`config.mk`:
```
export PLATFORM = sky130hd
export DESIGN_NAME = vec_row_accum
export DESIGN_NICKNAME = d
export VERILOG_FILES = /design/src/rtl/vec_row_accum.sv
export SDC_FILE = /design/constraint.sdc
export NUM_CORES = 1
export LEC_CHECK = 0
export CAP_MARGIN = 5
export CORE_AREA = 2 2 144 146
export DETAILED_ROUTE_END_ITERATION = 16
export DIE_AREA = 0 0 146 148
export GPL_TIMING_DRIVEN = 0
export PLACE_DENSITY = 0.83
export SLEW_MARGIN = 40
export SYNTH_ARGS = -nofsm -noshare
export SYNTH_HDL_FRONTEND = slang
export SYNTH_SLANG_ARGS = --single-unit
```
`constraint.sdc`:
```
create_clock -name clk -period 6.5 [get_ports clk]
set_clock_uncertainty 0.1 [all_clocks]
set_input_delay 0.65 -clock clk [delete_from_list [all_inputs] [get_ports clk]]
set_output_delay 0.65 -clock clk [all_outputs]
set_load 0.01 [all_outputs]
```
`src/rtl/vec_row_accum.sv`:
```
// Element-wise row accumulator: sums DATA_WIDTH-bit vectors until a last_in beat, then presents the row.
// Latency: row result valid the cycle after the last_in beat is accepted; one beat per cycle, no bubble between rows.
// Backpressure: while a result is held, rdy_out follows rdy_in so a new row only starts on the emitting cycle.

`ifndef MAX_EMBEDDING_DIM
`define MAX_EMBEDDING_DIM 16
`endif
`ifndef INTEGER_WIDTH
`define INTEGER_WIDTH 8
`endif

module vec_row_accum #(
    parameter int VEC_LEN    = `MAX_EMBEDDING_DIM,
    parameter int DATA_WIDTH = `INTEGER_WIDTH,
    parameter int CNT_WIDTH  = 8
) (
    input  logic                  clk,
    input  logic                  rst,
    input  logic                  vld_in,
    output logic                  rdy_out,
    input  logic [DATA_WIDTH-1:0] data_in [VEC_LEN],
    input  logic                  last_in,
    output logic                  vld_out,
    input  logic                  rdy_in,
    output logic [DATA_WIDTH-1:0] sum_out [VEC_LEN],
    output logic [CNT_WIDTH-1:0]  count_out,
    output logic                  ovf_out
);

    // ACCUM covers both "idle" and "row in progress"; HOLD presents a finished row.
    typedef enum logic {
        S_ACCUM = 1'b0,
        S_HOLD  = 1'b1
    } state_t;

    localparam logic [CNT_WIDTH-1:0] CNT_MAX = '1;
    localparam logic [CNT_WIDTH-1:0] CNT_ONE = CNT_WIDTH'(1);

    state_t                r_state;
    state_t                w_state_nxt;
    logic [DATA_WIDTH-1:0] r_acc [VEC_LEN];
    logic [CNT_WIDTH-1:0]  r_cnt;
    logic                  r_ovf;

    logic                  w_acc_hs;
    logic                  w_out_hs;
    logic                  w_first;
    logic [DATA_WIDTH-1:0] w_sum [VEC_LEN];
    logic [VEC_LEN-1:0]    w_ovf_vec;
    logic                  w_any_ovf;
    logic [CNT_WIDTH-1:0]  w_cnt_inc;

    // Handshake outputs; rdy_out depends on rdy_in only while holding a result.
    always_comb begin
        vld_out = 1'b0;
        rdy_out = 1'b1;
        if (r_state == S_HOLD) begin
            vld_out = 1'b1;
            rdy_out = rdy_in;
        end
    end

    assign w_acc_hs = vld_in && rdy_out;
    assign w_out_hs = vld_out && rdy_in;

    // An accepted beat starts a fresh row when nothing is accumulated yet, or when
    // it arrives in HOLD (which implies the held result is leaving this same cycle).
    assign w_first = (r_state == S_HOLD) || (r_cnt == '0);

    // Wrap-around element sums and per-element signed overflow detection.
    always_comb begin
        for (int i = 0; i < VEC_LEN; i++) begin
            w_sum[i]     = r_acc[i] + data_in[i];
            w_ovf_vec[i] = (r_acc[i][DATA_WIDTH-1] == data_in[i][DATA_WIDTH-1]) &&
                           (w_sum[i][DATA_WIDTH-1] != r_acc[i][DATA_WIDTH-1]);
        end
    end

    assign w_any_ovf = |w_ovf_vec;

    // Term counter sticks at all-ones instead of wrapping.
    assign w_cnt_inc = (r_cnt == CNT_MAX) ? r_cnt : (r_cnt + CNT_ONE);

    // Next-state selection.
    always_comb begin
        w_state_nxt = r_state;
        case (r_state)
            S_ACCUM: begin
                if (w_acc_hs && last_in) begin
                    w_state_nxt = S_HOLD;
                end
            end
            S_HOLD: begin
                if (w_out_hs) begin
                    if (w_acc_hs && last_in) begin
                        w_state_nxt = S_HOLD;
                    end else begin
                        w_state_nxt = S_ACCUM;
                    end
                end
            end
            default: w_state_nxt = S_ACCUM;
        endcase
    end

    // State register.
    always_ff @(posedge clk) begin
        if (rst) begin
            r_state <= S_ACCUM;
        end else begin
            r_state <= w_state_nxt;
        end
    end

    // Accumulator, term counter and sticky overflow; held untouched during gaps and while stalled.
    always_ff @(posedge clk) begin
        if (rst) begin
            for (int i = 0; i < VEC_LEN; i++) begin
                r_acc[i] <= '0;
            end
            r_cnt <= '0;
            r_ovf <= 1'b0;
        end else if (w_acc_hs) begin
            if (w_first) begin
                for (int i = 0; i < VEC_LEN; i++) begin
                    r_acc[i] <= data_in[i];
                end
                r_cnt <= CNT_ONE;
                r_ovf <= 1'b0;
            end else begin
                for (int i = 0; i < VEC_LEN; i++) begin
                    r_acc[i] <= w_sum[i];
                end
                r_cnt <= w_cnt_inc;
                r_ovf <= r_ovf | w_any_ovf;
            end
        end else if (w_out_hs) begin
            // Row emitted with no new beat: clear so the next beat is treated as a first beat.
            r_cnt <= '0;
            r_ovf <= 1'b0;
        end
    end

    assign sum_out   = r_acc;
    assign count_out = r_cnt;
    assign ovf_out   = r_ovf;

endmodule

```
==> out/metrics.cfg <==
[status]
status = completed

[run]
drv_cap = 0

[yosys]
ys_seq_elements = 138
muxShareOfSynthArea_pct = 4.70
synth_warnings = 0
syn_nets = 1637
synth_compound_area_share_pct = 22.9
syn_avg_cell_area_um2 = 7.90
async_flop_share_pct = 0
synthCells = 1374
synthFlopType = dfxtp_1
synth_top_family_by_area = compound AO/OA/AOI/OAI gates
yosysUniqueCellTypes = 43
synth-simple-area-share_pct = 21.2
synthXorXnorAreaFrac_pct = 5.24
synth_edf_count = 0
ys_seq_area_share_pct = 25.5
syn_area_um2 = 10900
synth_fa_ha_area_share_pct = 16.1

[clock_tree]
clk_path_buf_depth = 2
root_buffer = clkbuf_16
clkSinkCount = 138
worstSkewPairLatency_ps = 430
cts_buffers = 17
cts_hold_buf = 0
cts_setup_buffers = 0
cts_resized = 0
htreeDepth = 4
clkTransAtPathRegs_ps = 60
cts_tree = built

[sta]
rsz0062_at_grt = no
fmax_ghz = 0.302
slew_violations = 0
period_share_pct = 51.0
setup-violations-final = 0
finalHoldViolCount = 0
fin_crit_ps = 3310
slew_headroom_pct = 39.9
tns_ps = 0
tightest_slew_ps = 902

[setup_path]
start_kind = primary input
cp.arrival_ps = 3510
required_ps = 6700
path_class = in2reg
worst-path-max-fanout = 3
cp-end-kind = flop

[power_and_ir_drop]
power_density_nw_per_um2 = 212
p_leak_nw = 6.19
ir_drop_v = 0.000188

[placed_design]
gp_congestion = 0.869
placed_cell_area_um2 = 13900
io_buffers = 270
dpl.cell_count = 1914
hpwl_um = 27000

[final_layout]
area_delta_synth_final_pct = 33.5
final_area_um2 = 14500
layout.cells.non_filler = 1947
final_nets = 1926
fillers = 1608
drive_gt1_share_pct = 6.21
regArea_um2 = 2760
multiInputGateArea_um2 = 7610

[floorplanning]
core-area_um2 = 20000
die_w_um = 146
row_count = 52
die_y_um = 148
dieArea_um2 = 21600
start_util_pct = 54.2
io-pin-count = 272

[global_route]
grt.total_usage_pct = 33.0
grt_pass1_wl_um = 57500
antenna_found_initial = 1
globalRouteOverflowTotal = 0
grt_start_max_net_pins = 17
grt_pass1_vias = 11300

[routing]
first_pass_iters = 5
routedWlPerCell_um = 18.5
drtAntennaViolNets = 0
num_vias = 11600
dr_wl_met2_um = 16700
drc = 0
route.met3.wl_um = 2730
wl_met1_um = 15000
top_layer_used = met4
viasPerCell = 5.96
drtIter0Drc = 761
drt-total-wl_um = 36100

[min_path]
hold_class = reg2reg

## through the flow
step	util (%)	hold WS [ps]	setup WS, ps	total power [W]
CTS	72.3	391	3160	0.00306
floorplan	-	383	3980	0.00165
detailed placement	69.3	376	2750	0.00207
global route	72.3	406	3010	0.00323
global placement	69.3	358	2750	0.00204
finish	72.3	386	3190	0.00307
## layer usage
layer	global-route usage [%]	vias up
li1	-	5533
met1	41.2	5475
met2	55.4	483
met3	6.27	114
met4	15.4	0
met5	0	-
## synth_stat cells, types with 10 or more instances
cell | count | area [um2]
o41ai_2 | 12 | 195
nor2_1 | 167 | 627
o211ai_1 | 28 | 210
clkbuf_1 | 39 | 146
mux2_2 | 16 | 180
ha_1 | 114 | 1430
a21o_1 | 16 | 120
and2_1 | 17 | 106
nand2_1 | 253 | 950
mux2i_1 | 33 | 330
inv_1 | 39 | 146
dfxtp_1 | 138 | 2760
a21oi_1 | 93 | 465
o21ai_0 | 53 | 265
or3_1 | 19 | 119
a311oi_1 | 94 | 823
buf_2 | 14 | 70.1
nand3_1 | 51 | 255
nor3_1 | 20 | 100
o21bai_1 | 15 | 113
fa_1 | 16 | 320
xnor2_1 | 61 | 534
buf_1 | 10 | 37.5
## sequential cells by signal, indices dropped and copies added (netlist names)
register and cells:
sum_out 128, count_out 8, r_state 1, ovf_out 1
## critical path: stages
cell             delay, ps
clkdlybuf4s50_1        490
ha_1                   340
a21oi_1                200
o211ai_1               180
o41ai_2                510
mux2i_1                300
nand4_1                140
nor4_1                 560
o31ai_1                130
## final cells by class
class | count | area share [%]
flip-flops and latches | 138 | 19.1
clock inverters | 13 | 0.985
multi-input cells | 1124 | 52.5
well taps | 270 | 2.33
plain buffers | 73 | 2.34
clock buffers | 19 | 3.06
diodes | 1 | 0.0173
inverters | 39 | 1.01
repair buffers | 270 | 18.7
## final timing paths
| path | slack, ps | endpoint | cells past startpoint | from |
|---|---|---|---|---|
| hold reg to reg | 390 | sum_out[114] | 2 | sum_out[114] |
| setup reg to reg | 3520 | ovf_out | 8 | sum_out[97] |
| setup / recovery | 3190 | ovf_out | 9 | data_in[97] |
| hold / removal | 390 | sum_out[114] | 2 | sum_out[114] |
## report_power, final
| group | internal (W) | leakage (nW) | switching (W) | total (W) |
|---|---|---|---|---|
| registers | 0.000919 | 1.14 | 0.0000720 | 0.000991 |
| logic | 0.000522 | 4.77 | 0.000560 | 0.00108 |
| clock network | 0.000579 | 0.273 | 0.000422 | 0.00100 |
| total | 0.00202 | 6.19 | 0.00105 | 0.00307 |
## logic make-up after synthesis
group	Yosys count
adder cells (fa/ha/maj)	130
multiplexers	49
AO/OA/AOI/OAI	334
buffers and inverters	112
XOR/XNOR	65
AND/OR/NAND/NOR	546
flip-flops	138
## cell usage in the layout, fill, tap and decap left out, types with 12 or more instances in the layout
cell type	instances
xnor2_1	61
ha_1	114
nor3_1	20
clkbuf_16	17
or3_1	19
mux2i_1	33
clkbuf_1	39
clkdlybuf4s50_1	270
and2_1	17
nor2_1	167
o21bai_1	15
buf_2	14
a311oi_1	94
nand2_1	253
a21oi_1	93
inv_1	39
o21ai_0	53
mux2_2	16
nand3_1	51
o41ai_2	12
a21o_1	16
dfxtp_1	138
o211ai_1	28
fa_1	16
Note: power is estimated with default switching activity, not from simulation.
==> RTL change 1, RTL diff (same settings) <==
The parameter `CNT_WIDTH` goes from 8 to 7.
--- a/src/rtl/vec_row_accum.sv
+++ b/src/rtl/vec_row_accum.sv
@@ -12,7 +12,7 @@
 module vec_row_accum #(
     parameter int VEC_LEN    = `MAX_EMBEDDING_DIM,
     parameter int DATA_WIDTH = `INTEGER_WIDTH,
-    parameter int CNT_WIDTH  = 8
+    parameter int CNT_WIDTH  = 7
 ) (
     input  logic                  clk,
     input  logic                  rst,
Interface: changed (resized count_out); port bits go from 272 to 271. The function was not compared with the original's and may differ.
==> RTL change 1 against the unedited design <==
- cell area fell by 1.6%
- die area is the same
- cell count decreased by 0.51%
- sequential power fell by 0.4%
- area after synthesis is 1.6% lower
- register-to-register slack better by 0.11 ns
- power is 2.9% lower
- worst setup slack improved by 0.10 ns
- routed wire length down 0.82%
- sequential cell count down 1
- synthesized cell count shrank 0.51%
- via count down 1.3%
- critical path type unchanged
- largest power group unchanged
- highest routed layer unchanged
==> RTL change 1: results (changes against the unedited design) <==
{| class="wikitable"
! Metric !! Value
|-
| Outcome || finished, final reports clean (unchanged)
|-
| Synthesized net count || 1630 (was 1637)
|-
| Worst setup slack after placement || 2.895 ns (was 2.747 ns)
|-
| HPWL Detailed || 26.48 mm (was 26.97 mm)
|-
| Dominant cells by area after synthesis || sky130_fd_sc_hd__dfxtp_1, sky130_fd_sc_hd__ha_1, sky130_fd_sc_hd__nand2_1, sky130_fd_sc_hd__a311oi_1, sky130_fd_sc_hd__nor2_1 (unchanged)
|-
| Commonest cells in the netlist || sky130_fd_sc_hd__nand2_1, sky130_fd_sc_hd__nor2_1, sky130_fd_sc_hd__dfxtp_1, sky130_fd_sc_hd__ha_1, sky130_fd_sc_hd__a21oi_1 (was sky130_fd_sc_hd__nand2_1, sky130_fd_sc_hd__nor2_1, sky130_fd_sc_hd__dfxtp_1, sky130_fd_sc_hd__ha_1, sky130_fd_sc_hd__a311oi_1)
|-
| Count of fill cells added during filler insertion || 1649 (was 1608)
|-
| Global placement routability congestion || 0.9171 (was 0.8690)
|-
| Global-route usage over all layers || 0.3220 (was 0.3301)
|-
| Detailed Routing Iterations Pass 1 || 7 (was 5)
|-
| Relative max-transition margin || 0.4309 (was 0.3988)
|-
| Maximum VDD drop || 187.5 uV (was 188.1 uV)
|-
| Input/output buffers || 269 (was 270)
|-
| Hold crit path type || reg2reg (unchanged)
|-
| Net count, final || 1918 (was 1926)
|-
| Number of different library cells in the post-synthesis netlist || 45 (was 43)
|-
| Vias post-DR || 11450 (was 11610)
|-
| Signal arrival time at the worst endpoint || 3.41 ns (was 3.51 ns)
|-
| Leakage power total || 6.105 nW (was 6.186 nW)
|-
| Share of cells above drive strength 1 || 0.05462 (was 0.06205)
|-
| Post-CTS Repair Setup Buffers || 0 (unchanged)
|-
| Drt initial violations || 674 (was 761)
|-
| Post-Place Cell Area || 0.01371 mm^2 (was 0.01389 mm^2)
|-
| First-pass GRT wire length || 55.99 mm (was 57.53 mm)
|-
| DRT Wirelength || 35.79 mm (was 36.08 mm)
|-
| Sequential area share after synthesis || 0.2567 (was 0.2545)
|}
==> RTL change 1: cell count changes after synthesis, sizes merged, moves of 2 or more <==
cell / change
or3: -2
o21ai: -3
nand2: +2
nor2: +3
xor2: -3
nand4: -2
==> RTL change 1: worst max-delay path, stage by stage <==
cell,delay [ns]
sky130_fd_sc_hd__clkdlybuf4s50_1,0.49
sky130_fd_sc_hd__ha_1,0.32
sky130_fd_sc_hd__a21oi_1,0.17
sky130_fd_sc_hd__o211ai_1,0.17
sky130_fd_sc_hd__o41ai_2,0.59
sky130_fd_sc_hd__mux2i_1,0.28
sky130_fd_sc_hd__nand4_1,0.15
sky130_fd_sc_hd__nor4_1,0.46
sky130_fd_sc_hd__o31ai_1,0.12
==> RTL change 1: routing by layer <==
metal,vias up,share of wire,GRT usage
met5,-,0,0
met4,0,0.038,0.1427
met3,87,0.066,0.05772
met2,467,0.47,0.5392
met1,5411,0.42,0.4077
li1,5485,-,-
==> RTL change 1: final cells by class <==
cell class              count  share of cell area
inverters                  38             0.01001
clock buffers              28             0.03696
flip-flops and latches    137              0.1924
repair buffers            269              0.1889
clock inverters             2           0.0007023
diodes                      1           0.0001756
plain buffers              71             0.02177
well taps                 270             0.02370
multi-input cells        1121              0.5253
==> RTL change 1: metrics by stage <==
| stage | std cells | power [mW] | utilization | hold slack, ns |
|---|---|---|---|---|
| CTS | 1936 | 2.976 | 0.7111 | 0.3830 |
| global placement | 1906 | 2.025 | 0.6843 | 0.3678 |
| detailed placement | 1906 | 2.056 | 0.6843 | 0.3728 |
| floorplan | 1367 | 1.639 | - | 0.3832 |
| finish | 1937 | 2.983 | 0.7112 | 0.3769 |
| global route | 1937 | 3.130 | 0.7112 | 0.4017 |
==> RTL change 1: path summary, 6_finish.rpt <==
check / startpoint / end / slack, ns
worst min-delay path: sum_out[90] / sum_out[90] / 0.38
worst max-delay path: data_in[1] / ovf_out / 3.29
worst min register to register: sum_out[90] / sum_out[90] / 0.38
worst max register to register: sum_out[49] / ovf_out / 3.63
==> RTL change 1: logic make-up after synthesis <==
| logic type | synth area share |
|---|---|
| AND/OR/NAND/NOR | 0.2129 |
| AO/OA/AOI/OAI | 0.2250 |
| flip-flops | 0.2567 |
| adder cells (fa/ha/maj) | 0.1635 |
| buffers and inverters | 0.04240 |
| XOR/XNOR | 0.05165 |
| multiplexers | 0.04779 |
==> RTL change 1: where the power goes <==
group	switching, mW	internal, mW	total [mW]
registers	0.0731	0.914	0.987
logic	0.555	0.517	1.07
clock network	0.380	0.544	0.924
==> RTL change 2, RTL diff (same settings) <==
Without the edit above. Reset style: asynchronous (`rst`), changed in 2 clocked blocks.
--- a/src/rtl/vec_row_accum.sv
+++ b/src/rtl/vec_row_accum.sv
@@ -104,7 +104,7 @@
     end
 
     // State register.
-    always_ff @(posedge clk) begin
+    always_ff @(posedge clk or posedge rst) begin
         if (rst) begin
             r_state <= S_ACCUM;
         end else begin
@@ -113,7 +113,7 @@
     end
 
     // Accumulator, term counter and sticky overflow; held untouched during gaps and while stalled.
-    always_ff @(posedge clk) begin
+    always_ff @(posedge clk or posedge rst) begin
         if (rst) begin
             for (int i = 0; i < VEC_LEN; i++) begin
                 r_acc[i] <= '0;
Check against the original RTL: differs if rst is asserted again (counterexample within 4 cycles, from zero or initial values and one cycle with rst high); with rst held inactive, the same outputs for 4 cycles.
==> RTL change 2 against the unedited design <==
- worst setup slack improved by 0.31 ns
- sequential cell count did not move
- routed wire length fell by 1.6%
- hold slack improved by 0.030 ns
- first-iteration DRC count fell by 14%
- utilization rose by 1.7 points
- die area did not move
- area after synthesis rose by 2.4%
- count of clock-buffer cells in the layout fell by 1
- cell count fell by 1.6%
- via count fell by 3.2%
- cell area rose by 2.3%
- critical path type unchanged
- critical endpoint is now ovf_out
Power is not compared: it rests on default switching activity, and its combinational part moved more than twofold at a synthesized area within 25%.
==> RTL change 2: results (changes against the unedited design) <==
{| class="wikitable"
! Metric !! Value
|-
| Vias in the first global route || 11080 (was 11260)
|-
| Flop-to-flop setup slack || 3.55 ns (was 3.52 ns)
|-
| Dominant cells by area after synthesis || sky130_fd_sc_hd__dfrtp_1, sky130_fd_sc_hd__ha_1, sky130_fd_sc_hd__a21oi_1, sky130_fd_sc_hd__nand2_1, sky130_fd_sc_hd__nor2_1 (was sky130_fd_sc_hd__dfxtp_1, sky130_fd_sc_hd__ha_1, sky130_fd_sc_hd__nand2_1, sky130_fd_sc_hd__a311oi_1, sky130_fd_sc_hd__nor2_1)
|-
| Slew @ Worst Pin || 0.7799 ns (was 0.9018 ns)
|-
| Final-layout non-clock buffer area share || 0.2013 (was 0.2100)
|-
| Count of fill cells added during filler insertion || 1549 (was 1608)
|-
| Outcome || finished, final reports clean (unchanged)
|-
| Non-clock buffer instance count of the final layout || 329 (was 343)
|-
| Detail Route met3 WL || 2.686 mm (was 2.728 mm)
|-
| Primary flip-flop cell chosen by synthesis mapping || sky130_fd_sc_hd__dfrtp_1 (was sky130_fd_sc_hd__dfxtp_1)
|-
| Average footprint of a synthesized cell || 8.310 um^2 (was 7.900 um^2)
|-
| Synthesized net count || 1601 (was 1637)
|-
| Ant. Diodes || 2 (was 1)
|-
| Drt initial violations || 655 (was 761)
|-
| Drt via density || 5.867 (was 5.960)
|-
| Global placement routability congestion || 0.8747 (was 0.8690)
|-
| Seq area share || 0.2330 (was 0.1907)
|-
| Share of async-settable or async-resettable flops after synthesis || 1.000 (was 0)
|-
| Met1 layer usage reported by global route || 0.3999 (was 0.4117)
|-
| Met2 Use GR || 0.5561 (was 0.5540)
|-
| Net count, final || 1893 (was 1926)
|-
| Terminus of the critical flop-to-flop path || sum_out[30] (was ovf_out)
|-
| CP endpoint || ovf_out (unchanged)
|-
| Global-route usage over all layers || 0.3260 (was 0.3301)
|-
| Met1 Routed Length || 14.31 mm (was 15.02 mm)
|-
| Final routed wire length divided by cell count || 18.53 um (about the same)
|-
| Critical path's largest stage delay || 0.61 ns (was 0.56 ns)
|-
| Sequential area share after synthesis || 0.3106 (was 0.2545)
|}
[RTL change 2: changes by cell type after synthesis, moves of 16 or more]
cell / unedited run / this run
sky130_fd_sc_hd__a21oi_1: 93 / 185
sky130_fd_sc_hd__a311oi_1: 94 / 0
sky130_fd_sc_hd__a31oi_1: 0 / 34
sky130_fd_sc_hd__and2_1: 17 / 1
sky130_fd_sc_hd__dfrtp_1: 0 / 138
sky130_fd_sc_hd__dfxtp_1: 138 / 0
sky130_fd_sc_hd__nand2_1: 253 / 205
sky130_fd_sc_hd__nand3_1: 51 / 33
sky130_fd_sc_hd__o211ai_1: 28 / 8
sky130_fd_sc_hd__o21ai_0: 53 / 88
sky130_fd_sc_hd__or3_1: 19 / 3
sky130_fd_sc_hd__xnor2_1: 61 / 45
sky130_fd_sc_hd__xor2_1: 4 / 33
[RTL change 2: cell families (layout without fill, tap and decap cells)]
kind of cell	Yosys count	after routing	synth area share
AOI/OAI and AO/OA	389	389	0.2223
xor gates and xnor gates	78	78	0.06145
adders and majority gates	130	130	0.1571
buffers and inverters	95	400	0.03444
DFF	138	138	0.3106
muxes	44	44	0.04130
other	0	2	0
and+or+nand+nor	464	464	0.1729
[RTL change 2: tightest hold or removal path, stage by stage, from the launching register on]
cell and delay, ns:
sky130_fd_sc_hd__dfrtp_1 0.37, sky130_fd_sc_hd__nand2_1 0.05, sky130_fd_sc_hd__o21ai_0 0.06
[RTL change 2: per-stage QoR]
stage	worst slack (ns)	setup TNS, ns	hold WS [ns]	cell area, um^2
global placement	-0.2704	-35.02	0.3926	14170
detailed placement	3.055	0	0.4018	14200
CTS	3.478	0	0.4148	14810
finish	3.496	0	0.4159	14820
global route	3.337	0	0.4483	14820
floorplan	2.054	0	0.4371	11120
